$ cat config.mk
export PLATFORM = sky130hd
export DESIGN_NAME = handshake_fifo_buffer
export DESIGN_NICKNAME = d
export VERILOG_FILES = /design/src/rtl/handshake_fifo_buffer.sv
export SDC_FILE = /design/constraint.sdc
export NUM_CORES = 1
export LEC_CHECK = 0
export BUFFER_PORTS_ARGS = -buffer_cell sky130_fd_sc_hd__buf_2
export CAP_MARGIN = 10
export CELL_PAD_IN_SITES_DETAIL_PLACEMENT = 1
export CELL_PAD_IN_SITES_GLOBAL_PLACEMENT = 1
export CORE_ASPECT_RATIO = 1.75
export CORE_UTILIZATION = 30
export CTS_BUF_LIST = sky130_fd_sc_hd__clkbuf_2 sky130_fd_sc_hd__clkbuf_4 sky130_fd_sc_hd__clkbuf_8
export DETAILED_ROUTE_END_ITERATION = 6
export PLACE_DENSITY = 0.63
export SLEW_MARGIN = 10
export SYNTH_ARGS = -nofsm -noshare
export SYNTH_HDL_FRONTEND = slang
export SYNTH_SLANG_ARGS = --single-unit
export TNS_END_PERCENT = 5
$ cat constraint.sdc
create_clock -name clk -period 2.4 [get_ports clk]
set_clock_uncertainty 0.05 [all_clocks]
set_input_delay 0.36 -clock clk [delete_from_list [all_inputs] [get_ports clk]]
set_output_delay 0.36 -clock clk [all_outputs]
set_load 0.02 [all_outputs]
$ cat src/rtl/handshake_fifo_buffer.sv
// Elastic handshake FIFO: circular register buffer, 1-cycle latency, full throughput.
// ins_ready and outs_valid come from registered occupancy only.
module handshake_fifo_buffer #(
  parameter int unsigned DATA_WIDTH = 32,
  parameter int unsigned NUM_SLOTS  = 4
) (
  input  logic                  clk,
  input  logic                  rst,
  input  logic [DATA_WIDTH-1:0] ins,
  input  logic                  ins_valid,
  output logic                  ins_ready,
  output logic [DATA_WIDTH-1:0] outs,
  output logic                  outs_valid,
  input  logic                  outs_ready
);

  localparam int unsigned PtrW = $clog2(NUM_SLOTS);
  localparam int unsigned CntW = $clog2(NUM_SLOTS + 1);
  localparam logic [PtrW-1:0] LastPtr = PtrW'(NUM_SLOTS - 1);
  localparam logic [CntW-1:0] FullCnt = CntW'(NUM_SLOTS);

  logic [DATA_WIDTH-1:0] mem_q [NUM_SLOTS];
  logic [PtrW-1:0]       head_q, head_d;
  logic [PtrW-1:0]       tail_q, tail_d;
  logic [CntW-1:0]       count_q, count_d;
  logic                  push, pop;

  assign outs_valid = (count_q != '0);
  assign ins_ready  = (count_q != FullCnt);
  assign outs       = mem_q[head_q];

  assign push = ins_valid & ins_ready;
  assign pop  = outs_valid & outs_ready;

  always_comb begin
    head_d  = head_q;
    tail_d  = tail_q;
    count_d = count_q;
    if (push) tail_d = (tail_q == LastPtr) ? '0 : tail_q + PtrW'(1);
    if (pop)  head_d = (head_q == LastPtr) ? '0 : head_q + PtrW'(1);
    if (push && !pop) begin
      count_d = count_q + CntW'(1);
    end else if (pop && !push) begin
      count_d = count_q - CntW'(1);
    end
  end

  always_ff @(posedge clk) begin
    if (rst) begin
      head_q  <= '0;
      tail_q  <= '0;
      count_q <= '0;
      for (int i = 0; i < NUM_SLOTS; i++) begin
        mem_q[i] <= '0;
      end
    end else begin
      head_q  <= head_d;
      tail_q  <= tail_d;
      count_q <= count_d;
      if (push) mem_q[tail_q] <= ins;
    end
  end

endmodule

==> reports/qor.yml <==
dp_hpwl_mm: 8.556
swShare_pct: 29.51
rsz0062_at_grt: "no"
start_util_pct: 30.63
gp_congestion: 0.7207
cts_sinks: 137
synth_compound_area_share_pct: 0.8522
cts_setup_buffers: 0
viasPerCell: 4.671
combPwrFrac_pct: 24.8
slew_headroom_pct: 57.19
path_max_fanout: 13
end_kind: "output pin"
htreeDepth: 4
grt_pass1_vias: 3683
critPathArrivalTime_ns: 1.85
reg2reg_slack_ns: 0.24
leakage_uw: 0.002678
muxShareOfSynthArea_pct: 12.31
synthCells: 356
cts-root-buf: "clkbuf_8"
core.rowCount: 68
powerDensity_nw_per_um2: 903.7
boundaryPins: 70
grt_antenna_before_repair: 0
grt.total_usage_pct: 14.61
ys_ff_latch: 137
timing.final.crit_period_ns: 2.263
avgSynthCellArea_um2: 16.91
synthToLayoutAreaGrowth_pct: 17.88
post-place-ws_ns: 0.2278
status: "completed"
peakVddDrop_mv: 0.3419
syn_area_um2: 6020
dr_total_vias: 3265
firstDrtPassIters: 4
critical_path_required_ns: 1.99
drt_first_iter_violations: 115
setup_viol: 0
insertedDiodeCount: 0
path_clk_slew_ns: 0.07
max_cap_viol_count: 0
clock_latency_ns: 0.44
path_buf_inv: 2
die_area_um2: 20660
holdCritPathClass: "in2reg"
fin_crit_sh_pct: 94.29
grt_pass1_wl_mm: 21.32
grt_start_max_net_pins: 33
hold_violations: 0
power_frac_seq_pct: 46.8
synthFlopType: "edfxtp_1"
yosys.area_share.xor_xnor_pct: 0.2910
p_switching_uw: 1893
fillers: 2058
die_w_um: 109.1
portBuffers: 69
fp.dieH_um: 189.4
cp_slowest_stage_delay_ns: 0.58
slew_violations: 0
synth_warnings: 0
hold_buffers: 0
wl_mm: 13.76
synth_fa_ha_area_share_pct: 0.9561
fmax_mhz: 441.9
path_cells: "buf_4 -> mux4_2 -> buf_2"
post_drt_wl_per_cell_um: 19.68
cts_tree: "done"
postCtsResizedCells: 0
worst_pin_slew_ns: 0.6415
path_delay_family: "multiplexers"
cts_buffers: 17
syn-num-nets: 396
slowest_stage: "mux4_2"
synthArstFlopShare_pct: 0
final.setup.tns_ns: 0
ys_types: 29
p_int_uw: 4520
grt.overflow.total: 0
drc: 0
ant_nets: 0
synth_edf_count: 128
core_um2: 19650
worst_setup_path_start_kind: "flop"
worst-setup-path-type: "reg2out"
finalNetCount: 481
clockBufferDepth: 2
synth_top_family_by_area: "simple AND/OR/NAND/NOR gates"
yosysSeqAreaShare_pct: 66.85
clkPwrFrac_pct: 28.3
drive_above_1_share_pct: 35.24
setup_slack_ns: 0.1369
yosys.area_share.simple_pct: 16.11
[power groups by stage]
stage	clock network (µW)	registers [µW]	logic, µW
CTS	1870	3010	1650
detailed placement	0	3060	1640
finish	1820	3000	1590
global route	1950	3040	1720
floorplan	0	3010	1090
global placement	0	3040	1610
[Yosys cell counts (2+ instances only)]
cell type,instances,area share (%)
dfxtp_1,9,3.0
edfxtp_1,128,64
nor4b_4,2,0.79
clkbuf_1,6,0.37
ha_1,3,0.62
mux4_2,32,12
a21oi_1,4,0.33
nor2_1,4,0.25
buf_6,9,1.7
buf_2,4,0.33
or2_1,2,0.21
and2_1,128,13
mux2i_1,2,0.33
or3_1,3,0.31
o21ai_0,3,0.25
xor2_1,2,0.29
inv_1,3,0.19
[placed cells by master, fill, tap and decap left out]
cell        count
or4_1           1
clkbuf_8       17
buf_4          12
edfxtp_1      128
nor4_4          1
o31ai_1         1
fa_1            1
clkinv_4        3
mux2i_1         2
nor4b_4         2
a21oi_1         4
nor2_2          1
bufinv_16       2
inv_1           3
or2_2           3
dfxtp_2         2
nand2_1         1
ha_1            3
buf_12          5
dfxtp_1         7
nor2_1          4
a31o_2          1
nand3_1         1
nand2b_1        1
nor3b_4         1
buf_2          69
clkinv_1        1
mux4_2         32
clkinv_2        5
or3_1           3
and2_1        128
clkbuf_4        2
xor2_1          2
o21ai_0         3
clkinvlp_4      2
[worst register-to-register path: stages, from the launching register on]
cell	delay [ns]
dfxtp_1	0.38
o31ai_1	0.34
ha_1	0.25
inv_1	0.06
fa_1	0.37
xor2_1	0.16
or3_1	0.32
a21oi_1	0.16
[registers in the layout, summed over array words and instances (netlist names), named ones only]
signal and cells:
head_q 2, tail_q 2, count_q 3, mem_q 128
[final timing paths]
path | from | end | cells past startpoint
worst max-delay path | flop | outs[26] | 3
worst min-delay path | ins_valid | tail_q[1] | 3
worst max register to register | count_q[0] | count_q[2] | 7
worst min register to register | head_q[0] | flop | 2
[cell type report]
| class | count | area (µm²) | area share, % |
|---|---|---|---|
| sequential | 137 | 4026 | 56.74 |
| multi-input combinational | 196 | 1837 | 25.89 |
| timing repair buffer | 86 | 535.5 | 7.547 |
| tap | 245 | 306.5 | 4.320 |
| clock buffer | 19 | 249.0 | 3.509 |
| clock inverter | 13 | 130.1 | 1.834 |
| inverter | 3 | 11.26 | 0.1587 |
[routing by layer]
metal  up-vias  part of all wire (%)  track usage (%)
met2        60                    58            27.14
li1       1490                     -                -
met3        12                   3.2            3.477
met1      1703                    38            15.66
met5         -                     0                0
met4         0                   1.4            5.042
[stage by stage]
| stage | cell area [µm²] | instances | hold slack (ns) | utilization (%) | power (µW) |
|---|---|---|---|---|---|
| after floorplan | 6020 | 356 | 0.4134 | - | 4103 |
| after global routing | 7096 | 699 | 0.1353 | 36.10 | 6704 |
| after global placement | 6716 | 667 | 0.4295 | 34.17 | 4655 |
| final | 7096 | 699 | 0.1657 | 36.10 | 6413 |
| after CTS | 7096 | 699 | 0.1363 | 36.10 | 6529 |
| after detailed placement | 6716 | 667 | 0.4597 | 34.17 | 4707 |
[kinds of logic after synthesis]
family | Yosys count
buffers and inverters | 23
AOI/OAI and AO/OA | 9
and+or+nand+nor | 147
adders and majority gates | 4
xor gates and xnor gates | 2
DFF | 137
muxes | 34
Power figures use the tool's default switching activity.
